==> config.mk <==
export PLATFORM = sky130hd
export DESIGN_NAME = adder_tree_acc
export DESIGN_NICKNAME = d
export VERILOG_FILES = /design/src/rtl/adder_tree_pkg.sv /design/src/rtl/adder_tree_layer.sv /design/src/rtl/adder_tree_acc.sv
export SDC_FILE = /design/constraint.sdc
export NUM_CORES = 1
export LEC_CHECK = 0
export ABC_AREA = 1
export BUFFER_PORTS_ARGS = -buffer_cell sky130_fd_sc_hd__buf_2
export CORE_MARGIN = 3
export CORE_UTILIZATION = 58
export CTS_CLUSTER_SIZE = 20
export DETAILED_ROUTE_END_ITERATION = 7
export PLACE_DENSITY = 0.83
export SKIP_CTS_REPAIR_TIMING = 1
export SLEW_MARGIN = 20
export SYNTH_ARGS = -nofsm -noshare
export SYNTH_HDL_FRONTEND = slang
export SYNTH_SLANG_ARGS = --single-unit
==> constraint.sdc <==
create_clock -name clk -period 3.8 [get_ports clk]
set_input_delay 0.19 -clock clk [delete_from_list [all_inputs] [get_ports clk]]
set_output_delay 0.19 -clock clk [all_outputs]
set_load 0.02 [all_outputs]
==> src/rtl/adder_tree_pkg.sv <==
// -----------------------------------------------------------------------------
// adder_tree_pkg
// Shared elaboration helpers for the pipelined adder-tree accumulator:
//   num_inputs(n, stage)          element count entering tree layer `stage`
//   layer_registered(i, l, stride) whether tree layer i ends in a register
//   pipe_latency(n, stride)       cycles from beat acceptance to o_valid
//   sat_narrow(v, out_w)          clamp a signed value to a signed out_w range
// -----------------------------------------------------------------------------
package adder_tree_pkg;

    // Each layer pairs its inputs, so the count halves rounding up.
    function automatic int num_inputs(input int n, input int stage);
        int c;
        c = n;
        for (int s = 0; s < stage; s++) begin
            c = (c + 1) / 2;
        end
        return c;
    endfunction

    // The final layer is always registered so the accumulator sees a clean
    // register-to-register path regardless of the stride.
    function automatic bit layer_registered(input int i, input int l, input int stride);
        return ((i % stride) == (stride - 1)) || (i == (l - 1));
    endfunction

    // Registered tree layers plus the accumulator/output register.
    function automatic int pipe_latency(input int n, input int stride);
        int r;
        int l;
        r = 0;
        l = $clog2(n);
        for (int i = 0; i < l; i++) begin
            if (layer_registered(i, l, stride)) begin
                r++;
            end
        end
        return r + 1;
    endfunction

    // Works on a 64-bit signed carrier; callers sign-extend into it and
    // truncate the clamped value back to out_w bits.
    function automatic logic signed [63:0] sat_narrow(input logic signed [63:0] v,
                                                      input int out_w);
        logic signed [63:0] hi;
        logic signed [63:0] lo;
        hi = (64'sd1 <<< (out_w - 1)) - 64'sd1;
        lo = -(64'sd1 <<< (out_w - 1));
        if (v > hi) begin
            return hi;
        end
        if (v < lo) begin
            return lo;
        end
        return v;
    endfunction

endpackage

==> src/rtl/adder_tree_layer.sv <==
// -----------------------------------------------------------------------------
// adder_tree_layer
// One reduction layer of the signed adder tree. Adjacent element pairs are
// summed into elements one bit wider; an odd leftover element is sign-extended
// and passed through. With REG=1 the outputs are registered (enable-gated),
// otherwise the layer is purely combinational.
//
// Ports:
//   clk, rst        clock, synchronous active-high reset (valid/last only)
//   en              global pipeline advance
//   in_data         IN_COUNT packed signed elements of IN_WIDTH bits
//   in_valid/last   beat qualifiers travelling with the data
//   out_data        ceil(IN_COUNT/2) packed signed elements of IN_WIDTH+1 bits
//   out_valid/last  qualifiers aligned with out_data
// -----------------------------------------------------------------------------
module adder_tree_layer #(
    parameter int IN_COUNT = 2,
    parameter int IN_WIDTH = 16,
    parameter bit REG      = 1'b1
) (
    input  logic                                    clk,
    input  logic                                    rst,
    input  logic                                    en,
    input  logic [IN_COUNT*IN_WIDTH-1:0]            in_data,
    input  logic                                    in_valid,
    input  logic                                    in_last,
    output logic [((IN_COUNT+1)/2)*(IN_WIDTH+1)-1:0] out_data,
    output logic                                    out_valid,
    output logic                                    out_last
);

    localparam int OUT_COUNT = (IN_COUNT + 1) / 2;
    localparam int OUT_W     = IN_WIDTH + 1;

    logic [OUT_COUNT*OUT_W-1:0] sum;

    for (genvar k = 0; k < OUT_COUNT; k++) begin : g_pair
        logic signed [IN_WIDTH-1:0] a;
        assign a = in_data[2*k*IN_WIDTH +: IN_WIDTH];

        if (2*k + 1 < IN_COUNT) begin : g_add
            logic signed [IN_WIDTH-1:0] b;
            assign b = in_data[(2*k+1)*IN_WIDTH +: IN_WIDTH];
            assign sum[k*OUT_W +: OUT_W] = OUT_W'(a) + OUT_W'(b);
        end else begin : g_pass
            assign sum[k*OUT_W +: OUT_W] = OUT_W'(a);
        end
    end

    if (REG) begin : g_reg
        logic [OUT_COUNT*OUT_W-1:0] data_q;
        logic                       valid_q;
        logic                       last_q;

        always_ff @(posedge clk) begin
            if (rst) begin
                valid_q <= 1'b0;
                last_q  <= 1'b0;
            end else if (en) begin
                valid_q <= in_valid;
                last_q  <= in_last;
            end
        end

        // NOTE: data registers carry no reset; valid_q qualifies them, and
        // leaving the wide datapath unreset keeps the reset fan-out small.
        always_ff @(posedge clk) begin
            if (en) begin
                data_q <= sum;
            end
        end

        assign out_data  = data_q;
        assign out_valid = valid_q;
        assign out_last  = last_q;
    end else begin : g_comb
        // Clock/reset/enable have no loads in a combinational layer.
        logic unused_ctrl;
        assign unused_ctrl = &{1'b0, clk, rst, en};

        assign out_data  = sum;
        assign out_valid = in_valid;
        assign out_last  = in_last;
    end

endmodule

==> src/rtl/adder_tree_acc.sv <==
// -----------------------------------------------------------------------------
// adder_tree_acc
// Pipelined signed multi-beat reduction. Each accepted beat of NUM_INPUTS
// elements is summed by a clog2(NUM_INPUTS)-layer adder tree; tree sums are
// accumulated until a beat tagged i_last, which produces one result together
// with the number of beats in the group. Full valid/ready backpressure: a
// result held by o_ready low freezes the entire pipe.
//
// Ports:
//   clk, rst          clock, synchronous active-high reset
//   i_data            NUM_INPUTS packed signed elements, element j at
//                     [j*DATA_WIDTH +: DATA_WIDTH]
//   i_last            beat closes the current accumulation group
//   i_valid, i_ready  input handshake (i_ready is combinational)
//   o_data            signed group result, OUT_WIDTH bits
//   o_beats           beats in the group, saturating at 2^BEAT_WIDTH-1
//   o_valid, o_ready  output handshake
//
// Build option:
//   ADDER_TREE_ACC_SAT_EN  defined: o_data saturates to the signed OUT_WIDTH
//                          range; undefined: o_data is the low OUT_WIDTH bits.
//
// Parameter constraints: NUM_INPUTS >= 1, PIPE_STRIDE >= 1,
// DATA_WIDTH + clog2(NUM_INPUTS) <= ACC_WIDTH <= 64, OUT_WIDTH <= ACC_WIDTH.
// -----------------------------------------------------------------------------
module adder_tree_acc
    import adder_tree_pkg::*;
#(
    parameter int DATA_WIDTH  = 16,
    parameter int NUM_INPUTS  = 27,
    parameter int PIPE_STRIDE = 2,
    parameter int ACC_WIDTH   = 32,
    parameter int OUT_WIDTH   = 24,
    parameter int BEAT_WIDTH  = 8
) (
    input  logic                               clk,
    input  logic                               rst,
    input  logic [DATA_WIDTH*NUM_INPUTS-1:0]   i_data,
    input  logic                               i_last,
    input  logic                               i_valid,
    output logic                               i_ready,
    output logic signed [OUT_WIDTH-1:0]        o_data,
    output logic [BEAT_WIDTH-1:0]              o_beats,
    output logic                               o_valid,
    input  logic                               o_ready
);

    localparam int L         = $clog2(NUM_INPUTS);
    localparam int SUM_WIDTH = DATA_WIDTH + L;

    // Global advance: everything moves unless a result is waiting unconsumed.
    logic en;
    assign en      = ~(o_valid & ~o_ready);
    assign i_ready = en;

    logic signed [SUM_WIDTH-1:0] tree_sum;
    logic                        tree_valid;
    logic                        tree_last;

    if (L == 0) begin : g_wire
        assign tree_sum   = i_data;
        assign tree_valid = i_valid;
        assign tree_last  = i_last;
    end else begin : g_tree
        for (genvar i = 0; i < L; i++) begin : g_layer
            localparam int IN_CNT  = num_inputs(NUM_INPUTS, i);
            localparam int OUT_CNT = num_inputs(NUM_INPUTS, i + 1);
            localparam int IN_W    = DATA_WIDTH + i;

            logic [IN_CNT*IN_W-1:0]       in_data;
            logic                         in_valid;
            logic                         in_last;
            logic [OUT_CNT*(IN_W+1)-1:0]  out_data;
            logic                         out_valid;
            logic                         out_last;

            if (i == 0) begin : g_first
                assign in_data  = i_data;
                assign in_valid = i_valid;
                assign in_last  = i_last;
            end else begin : g_next
                assign in_data  = g_layer[i-1].out_data;
                assign in_valid = g_layer[i-1].out_valid;
                assign in_last  = g_layer[i-1].out_last;
            end

            adder_tree_layer #(
                .IN_COUNT (IN_CNT),
                .IN_WIDTH (IN_W),
                .REG      (layer_registered(i, L, PIPE_STRIDE))
            ) u_layer (
                .clk       (clk),
                .rst       (rst),
                .en        (en),
                .in_data   (in_data),
                .in_valid  (in_valid),
                .in_last   (in_last),
                .out_data  (out_data),
                .out_valid (out_valid),
                .out_last  (out_last)
            );
        end

        assign tree_sum   = g_layer[L-1].out_data;
        assign tree_valid = g_layer[L-1].out_valid;
        assign tree_last  = g_layer[L-1].out_last;
    end

    // ------------------------------------------------------------------
    // Accumulator and output stage
    // ------------------------------------------------------------------
    logic signed [ACC_WIDTH-1:0] acc;
    logic signed [ACC_WIDTH-1:0] acc_next;
    logic [BEAT_WIDTH-1:0]       beats;
    logic [BEAT_WIDTH-1:0]       beats_next;
    logic signed [OUT_WIDTH-1:0] result;

    // Sign-extended tree sum; the add wraps modulo 2^ACC_WIDTH.
    assign acc_next   = acc + ACC_WIDTH'(tree_sum);
    assign beats_next = (&beats) ? beats : beats + BEAT_WIDTH'(1);

`ifdef ADDER_TREE_ACC_SAT_EN
    assign result = OUT_WIDTH'(sat_narrow(64'(acc_next), OUT_WIDTH));
`else
    assign result = OUT_WIDTH'(acc_next);
`endif

    always_ff @(posedge clk) begin
        if (rst) begin
            acc     <= '0;
            beats   <= '0;
            o_data  <= '0;
            o_beats <= '0;
            o_valid <= 1'b0;
        end else if (en) begin
            // A completing group overrides this default below; a consumed
            // result and a new one on the same edge therefore go back-to-back.
            o_valid <= 1'b0;
            if (tree_valid) begin
                if (tree_last) begin
                    o_data  <= result;
                    o_beats <= beats_next;
                    o_valid <= 1'b1;
                    acc     <= '0;
                    beats   <= '0;
                end else begin
                    acc     <= acc_next;
                    beats   <= beats_next;
                end
            end
        end
    end

endmodule

[Word-level counts from Yosys, hierarchy flattened]
Cells that the tools add are included.
Storage, ports and cells
  register bits: 266
  input port bits: 437
  output and inout port bits: 34
  word-level logic and storage cells: 53
Operators by class
  add/sub/neg operators: 28
  muxes and demuxes: 5
  bitwise logic cells: 3
  reduce and logical (&&, ||, !) cells: 3
Operators by type and width (number)
  adder 16 x 16 -> 17 bit: 13
  adder 17 x 17 -> 18 bit: 6
  adder 18 x 18 -> 19 bit: 3
  adder 32 x 21 -> 32 bit: 1
  two-way mux 32 bit: 1
  adder 20 x 20 -> 21 bit: 1
  adder 19 x 18 -> 20 bit: 1
  adder 19 x 19 -> 20 bit: 1
  adder 17 x 16 -> 18 bit: 1
  two-way mux 8 bit: 2
  adder 8 x 1 -> 8 bit, second input constant: 1
  AND reduction 8 bit: 1
  AND reduction 3 bit: 1
  two-way mux 1 bit: 2
  NOT 1 bit: 2
  AND reduction 2 bit: 1
  bitwise AND 1 bit: 1

[Longest topological paths before layout]
Gate-level depths: netlist (run 1).
  depth after elaboration: 4
  gate-level depth with buffers: 17

[By module]
A second synthesis (run 1) with hierarchy kept.
Second synthesis, totals
  cell total of the unflattened synthesis: 6029
  area total of the unflattened synthesis: 37108.1 um^2
Modules (own cells, without submodules)
  adder_tree_layer at g_tree.g_layer[0].u_layer: instances 1, cells each 2554, area an instance 13244.0 um^2, sequential area each 0.0 um^2
  adder_tree_layer at g_tree.g_layer[1].u_layer: instances 1, cells each 1380, area an instance 10588.9 um^2, sequential area each 3823.7 um^2
  adder_tree_acc: instances 1, cells each 701, area an instance 4287.9 um^2, sequential area each 1301.2 um^2
  adder_tree_layer at g_tree.g_layer[3].u_layer: instances 1, cells each 496, area an instance 3623.5 um^2, sequential area each 1241.2 um^2
  adder_tree_layer at g_tree.g_layer[2].u_layer: instances 1, cells each 609, area an instance 3303.2 um^2, sequential area each 0.0 um^2
  adder_tree_layer at g_tree.g_layer[4].u_layer: instances 1, cells each 289, area an instance 2060.7 um^2, sequential area each 670.6 um^2

[Worst setup path before layout (run 1)]
Ideal clock, no wire load.
  path type: reg-to-reg
  start: register g_tree.g_layer[1].u_layer.g_reg.data_q[1]
  end: register g_tree.g_layer[3].u_layer.g_reg.data_q[11] (data pin)
  arrival time: 2760 ps
  path slack: 779 ps
  stages on the path, launching flop included: 16
  buffers on the path: 0
  cell sequence: edfxtp_1 > inv_1 > fa_1 > inv_1 > fa_1 > ha_1 > inv_1 > fa_1 > inv_1 > nand3_1 > nand2_1 > a21boi_2 > o21ai_1 > nand2_1 > nand2_1 > xor2_1
On the way
  word-level cells in the longest chain between the ends: 2
RTL lines
  start, declared: RTL line adder_tree_layer.sv:51  | logic [OUT_COUNT*OUT_W-1:0] data_q;
  start signal, assigned: RTL line adder_tree_layer.sv:69  | data_q <= sum;
  adder 18 x 18 -> 19 bit: RTL line adder_tree_layer.sv:44  | assign sum[k*OUT_W +: OUT_W] = OUT_W'(a) + OUT_W'(b);
  adder 19 x 19 -> 20 bit: RTL line adder_tree_layer.sv:44
  named net g_tree.g_layer[3].u_layer.sum[11]: RTL line adder_tree_layer.sv:35  | logic [OUT_COUNT*OUT_W-1:0] sum;
  end signal, assigned: RTL line adder_tree_layer.sv:69
  end, declared: RTL line adder_tree_layer.sv:51
The timed path passes the listed nets, and every way through them passes these cells.
A chain may end at the register's enable or synchronous reset.

[Worst setup path after layout (run 1)]
Ends and elaborated chain as after synthesis.

==> results of run 1 <==
-- worst paths after layout --
path,to,from,cells after the start,slack (ns)
max reg2reg,g_tree.g_layer[3].u_layer.out_data[11],g_tree.g_layer[1].u_layer.out_data[1],15,0.50
min,g_tree.g_layer[1].u_layer.out_data[54],i_data[240],2,0.02
min reg2reg,o_data[2],o_data[2],2,0.47
max,g_tree.g_layer[3].u_layer.out_data[11],g_tree.g_layer[1].u_layer.out_data[1],15,0.50
-- layer usage --
layer / GRT usage / share of wire
met1: 0.3352 / 0.43
met2: 0.4344 / 0.49
met3: 0.03015 / 0.055
met4: 0.05318 / 0.023
met5: 0 / 0.00012
-- logic make-up (layout without fill, tap and decap cells) --
group | Yosys count | in the layout | share of synthesized area
xor+xnor | 156 | 156 | 0.05330
flops | 258 | 258 | 0.2745
compound gates | 382 | 382 | 0.08532
fa+ha+maj | 472 | 472 | 0.3103
simple gates | 944 | 944 | 0.1530
mux | 1 | 1 | 0.0003905
buf+inv | 833 | 1344 | 0.1231
other cells | 0 | 1 | 0
-- placed cells by master (no fill, tap or decap), types with 3 or more instances in the layout --
cell type and instances:
fa_1 273, edfxtp_1 187, inv_2 3, nand3_1 128, a21boi_1 4, nor2_1 192, o211ai_1 6, clkinv_1 4
nand3b_1 4, xor2_1 126, nand2_1 541, o21ai_0 81, inv_1 810, clkinv_2 5, a31oi_1 7, a21oi_2 6
ha_1 199, buf_2 470, o21bai_1 15, a21boi_0 7, o21a_1 5, a21oi_1 189, dfxtp_1 71, o21ai_2 7
nand3_2 3, a211oi_1 5, a21o_1 27, and2_1 4, nor2_2 7, o31ai_1 4, nand4_1 24, a21boi_2 3
bufinv_16 4, nand2_2 6, clkbuf_16 31, xnor2_1 30, o21ai_1 14, nor3_1 26, dlygate4sd3_1 5
-- state kept, by name, indices dropped and copies added (netlist names) --
name / count
g_tree.g_layer.u_layer.out_last: 3
beats: 8
g_tree.g_layer.u_layer.out_valid: 3
acc: 24
o_beats: 8
o_data: 24
g_tree.g_layer.u_layer.out_data: 187
o_valid: 1
-- through the flow --
step	utilization	hold WS, ns
global route	0.6851	0.008676
global placement	0.6610	0.4522
detailed placement	0.6610	0.4525
floorplan	-	0.3564
CTS	0.6840	-0.1081
finish	0.6852	0.02257
-- power by group through the flow --
stage	registers, uW	logic, uW	clock network, uW
6_report	5880	19500	2890
5_1_grt	5990	22200	3050
2_1_floorplan	5710	14700	0
4_1_cts	5900	19400	2950
3_5_place_dp	5950	19200	0
3_3_place_gp	5910	18900	0
-- worst max-delay path: cells and delay by family, from the launching register on --
family          cells  cell delay, ns
flops               1            0.32
compound gates      2            0.30
buf+inv             4            0.30
simple gates        4            0.38
xor+xnor            1            0.07
fa+ha+maj           4            1.69
-- final cells by class --
cell class,count,area [sq um]
multi-input combinational,1955,15440
tap,585,732.0
antenna,1,2.502
timing repair buffer,478,2437
inverter,814,3063
clock buffer,34,797.0
clock inverter,18,200.2
sequential,258,7037
fill,3593,13650
==> results.cfg, run 1 <==
[run_status]
outcome = finished clean

[placement]
dp_slack_ns = 0.5249
dpl_cell_area_sq_um = 28660
routabilityCongestion = 0.9608
port_buffers = 470
dp.cells = 4085
hpwl_um = 49770

[yosys]
ys_top_cells_by_area = edfxtp_1 22%, fa_1 21%, inv_1 12%
yosysMostFrequentCell = inv_1
yosysTopAreaCell = edfxtp_1
synth_edf_count = 187
async_flop_share = 0
synth_cell_types = 48
synth_common_cells = 810 x inv_1, 541 x nand2_1, 273 x fa_1
synth_top_area_frac = 0.2191
yosys_warnings = 0
seq_area_frac_synth = 0.2745
synth_seq_cells = 258
syn_avg_cell_area_sq_um = 8.415
synth_fp_nets = 3955
synth_flop_cell = edfxtp_1
syn_inst = 3046
syn_area_sq_um = 25630

[power]
p_seq_frac = 0.208
power.density_nw_per_um2 = 952.4
p_sw_uw = 13780
total_power_uw = 28300
leakage_uw = 0.01633
pwr-share-comb = 0.690
netSwitchingFraction = 0.4872
pwr-share-clk = 0.102
worst_ir_drop_vdd_uv = 1020
internal-power_uw = 14510

[critical_path]
critPathSlowestCell = fa_1
crit_type = reg -> reg
cp_cell_sequence = inv_1 > fa_1 > inv_1 > fa_1 > ha_1 > inv_1 > fa_1 > inv_1 > nand3_1 > nand2_1 > a21boi_2 > o21ai_1 > nand2_1 > nand2_1 > xor2_1
critPathMaxStageDelay_ns = 0.54
cp-end-kind = flop
crit_path_max_fanout = 3
crit_top_cell = inv_1
critPathRequiredTime_ns = 4.08
cp-start-kind = flop
cp_data_arrival_time_ns = 3.58

[grt]
antenna_found_initial = 2
grt_pass1_vias = 20300
track_usage = 0.2484
grt_pass1_wl_um = 95610
grt_overflow_total = 0
grt_max_degree = 187

[clocking]
clkSlewWorstSetupHoldPaths_ns = 0.06
cts_tree = done
clk_path_buf_depth = 3
cts_made_buffers = 28
clock-root-buffer = clkbuf_16
cts_max_level = 1
clkLatencyLatePin_ns = 0.54
cts.sinks = 258

[route]
vias = 20620
wl_per_cell_um = 14.17
routed_wl_um = 58720
viasPerCell = 4.977
antenna_left = 0
drt-initial-drc-count = 1478
drc = 0
first_pass_iters = 6

[sta]
min_period_ns = 3.298
maxSlewViolCount = 0
fin_crit_sh = 0.8678
report.final.hold_viol_count = 0
relSlewSlack = 0.3278
rsz0062_at_grt = no
tns_ns = 0
tightestPinTransition_ns = 1.008
max_freq_mhz = 303.3
setup_violations = 0
clock_skew_ns = 0.006606
fin_ws_ns = 0.5024

[floorplan]
core_sq_um = 43360
row_count = 76
die_area_sq_um = 46750
start_util = 0.5912
pin_count = 471
die_w_um = 216.2
die_h_um = 216.2

[layout]
layout-drive-gt1-share = 0.1583
areaGrowthSynthToFinish_pct = 15.90
fin_area_sq_um = 29710
instances_no_fill = 4143
num-nets-final = 4444

[job]
max-cap-violations = 0

[worst_hold_path]
hp-class = in -> reg
Note: power is estimated with default switching activity, not from simulation.
==> inputs of run 2 (changes only) <==
--- a/config.mk
+++ b/config.mk
@@ -8,10 +8,10 @@
 export ABC_AREA = 1
 export BUFFER_PORTS_ARGS = -buffer_cell sky130_fd_sc_hd__buf_2
 export CORE_MARGIN = 3
-export CORE_UTILIZATION = 58
+export CORE_UTILIZATION = 52
 export CTS_CLUSTER_SIZE = 20
 export DETAILED_ROUTE_END_ITERATION = 7
-export PLACE_DENSITY = 0.83
+export PLACE_DENSITY = 0.78
 export SKIP_CTS_REPAIR_TIMING = 1
 export SLEW_MARGIN = 20
 export SYNTH_ARGS = -nofsm -noshare
==> constraint.sdc (replaced) <==
create_clock -name clk -period 2.9 [get_ports clk]
set_input_delay 0.145 -clock clk [delete_from_list [all_inputs] [get_ports clk]]
set_output_delay 0.145 -clock clk [all_outputs]
set_load 0.02 [all_outputs]
==> run 2 against run 1 <==
  * The flow now finishes with violations (negative setup slack)
  * Largest power group unchanged
  * Clock power increased by 34%
  * Design area increased by 3.2%
  * Maximum frequency increased by 7.5%
  * Global-route usage decreased by 1.8 points
  * Power increased by 50%
  * Routed wire length increased by 3.9%
==> results.cfg, run 2 (synthesis gave the netlist of run 1 again) <==
[run_status]
outcome = finished, violations left
violations = negative setup slack

[critical_path]
critPathMaxStageDelay_ns = 0.54
cp-end-kind = flop
crit_type = reg -> reg
crit_path_max_fanout = 3
crit_top_cell = inv_2
critPathSlowestCell = fa_1
cp-start-kind = flop
cp_data_arrival_time_ns = 3.36
critPathRequiredTime_ns = 3.20
cp_cell_sequence = inv_2 > fa_1 > inv_2 > fa_1 > ha_2 > inv_2 > fa_2 > inv_2 > nand3_2 > nand2_4 > nand3_2 > nand4_1 > nand2_1 > inv_2 > nor2_1 > nand2_1 > nand2_1

[layout]
layout-drive-gt1-share = 0.1903
largest_reg_flops = 187
n_fill_cell = 4168
mostFrequentLayoutCell = inv_1
num-nets-final = 4523
final_cell_mix = 798 x inv_1, 536 x nand2_1, 470 x buf_2
instances_no_fill = 4295
areaGrowthSynthToFinish_pct = 19.57
fin_area_sq_um = 30650

[route]
wl_per_cell_um = 14.21
first_pass_iters = 5
drc = 0
routed_wl_um = 61040
drt-initial-drc-count = 1202
vias = 20930
viasPerCell = 4.873
antenna_left = 0

[sta]
tns_ns = -0.5723
relSlewSlack = 0.3048
report.final.hold_viol_count = 0
maxSlewViolCount = 0
fin_crit_sh = 1.057
whs_ns = 0.06004
rsz0062_at_grt = yes
fin_ws_ns = -0.1667
tightestPinTransition_ns = 1.043
clock_skew_ns = 0.02410
min_period_ns = 3.067
setup_violations = 5
max_freq_mhz = 326.1

[grt]
grt_pass1_vias = 21280
antenna_found_initial = 3
grt_overflow_total = 0
track_usage = 0.2308
grt_max_degree = 188
grt_pass1_wl_um = 100000

[floorplan]
core_sq_um = 48250
start_util = 0.5313
die_w_um = 228.0
die_area_sq_um = 52000
row_count = 80
die_h_um = 228.0
pin_count = 471

[clocking]
clkLatencyLatePin_ns = 0.56
cts_max_level = 1
clkSlewWorstSetupHoldPaths_ns = 0.06
clk_path_buf_depth = 3
cts_tree = done
clock-root-buffer = clkbuf_16
cts_made_buffers = 29
cts.sinks = 258

[placement]
dp_slack_ns = -0.2415
hpwl_um = 51170
dp.cells = 4228
port_buffers = 470
routabilityCongestion = 0.9186
dpl_cell_area_sq_um = 29300

[job]
max-cap-violations = 0

[power]
worst_ir_drop_vdd_uv = 1718
leakage_uw = 0.01670
power.density_nw_per_um2 = 1383

[worst_hold_path]
hp-class = in -> reg
-- run 2: cell types whose count changed in the layout (fill, tap and decap cells not counted), moves of 7 or more --
cell and change:
ha_4 +7, a21oi_1 -10, a21oi_2 +9, inv_1 -12
ha_1 -9, buf_4 +74, inv_2 +12
-- run 2: power by group --
part           internal (uW)  leakage [uW]  switching [uW]
logic                  13000        0.0137           17800
registers               7050       0.00256             688
clock network           2370      0.000488            1500
total                  22400        0.0167           19900
-- run 2: final cells by class --
cell class                      instances  area (sq um)  area share
Timing Repair Buffer                  556          3033     0.09895
Inverter                              814          3063     0.09993
Clock inverter                         22         281.5    0.009185
Multi-Input combinational cell       1955         15670      0.5114
Antenna cell                            3         7.507   0.0002449
Tap cell                              656         820.8     0.02678
Clock buffer                           31         733.2     0.02392
Sequential cell                       258          7037      0.2296
-- run 2: metal layers --
layer / part of all wire / wire length (um) / global-route usage / vias to the layer above
li1: - / - / - / 10550
met1: 0.44 / 26900 / 0.3098 / 9745
met2: 0.48 / 29510 / 0.3982 / 536
met3: 0.050 / 3057 / 0.03156 / 98
met4: 0.026 / 1575 / 0.05545 / 0
met5: 0 / 0 / 0 / -
-- run 2: path summary, 6_finish.rpt --
kind              depth (start not counted)                                     end                                  start  slack, ns
setup reg to reg                         17  g_tree.g_layer[3].u_layer.out_data[17]  g_tree.g_layer[1].u_layer.out_data[1]      -0.17
setup / recovery                         17  g_tree.g_layer[3].u_layer.out_data[17]  g_tree.g_layer[1].u_layer.out_data[1]      -0.17
hold / removal                            3  g_tree.g_layer[1].u_layer.out_data[90]                            i_data[352]       0.06
hold reg to reg                           2                                 acc[20]                                acc[20]       0.47
-- run 2: through the flow --
| stage | utilization | power (uW) |
|---|---|---|
| final | 0.6353 | 42390 |
| after global routing | 0.6352 | 46450 |
| after CTS | 0.6283 | 39850 |
| after detailed placement | 0.6073 | 35690 |
| after global placement | 0.6073 | 35190 |
| after floorplan | - | 26770 |
-- run 2: critical path, delay by kind of cell, from the launching register on --
family,cells,cell delay (ns)
buffers and inverters,5,0.25
DFF,1,0.34
and+or+nand+nor,8,0.57
adders and majority gates,4,1.62
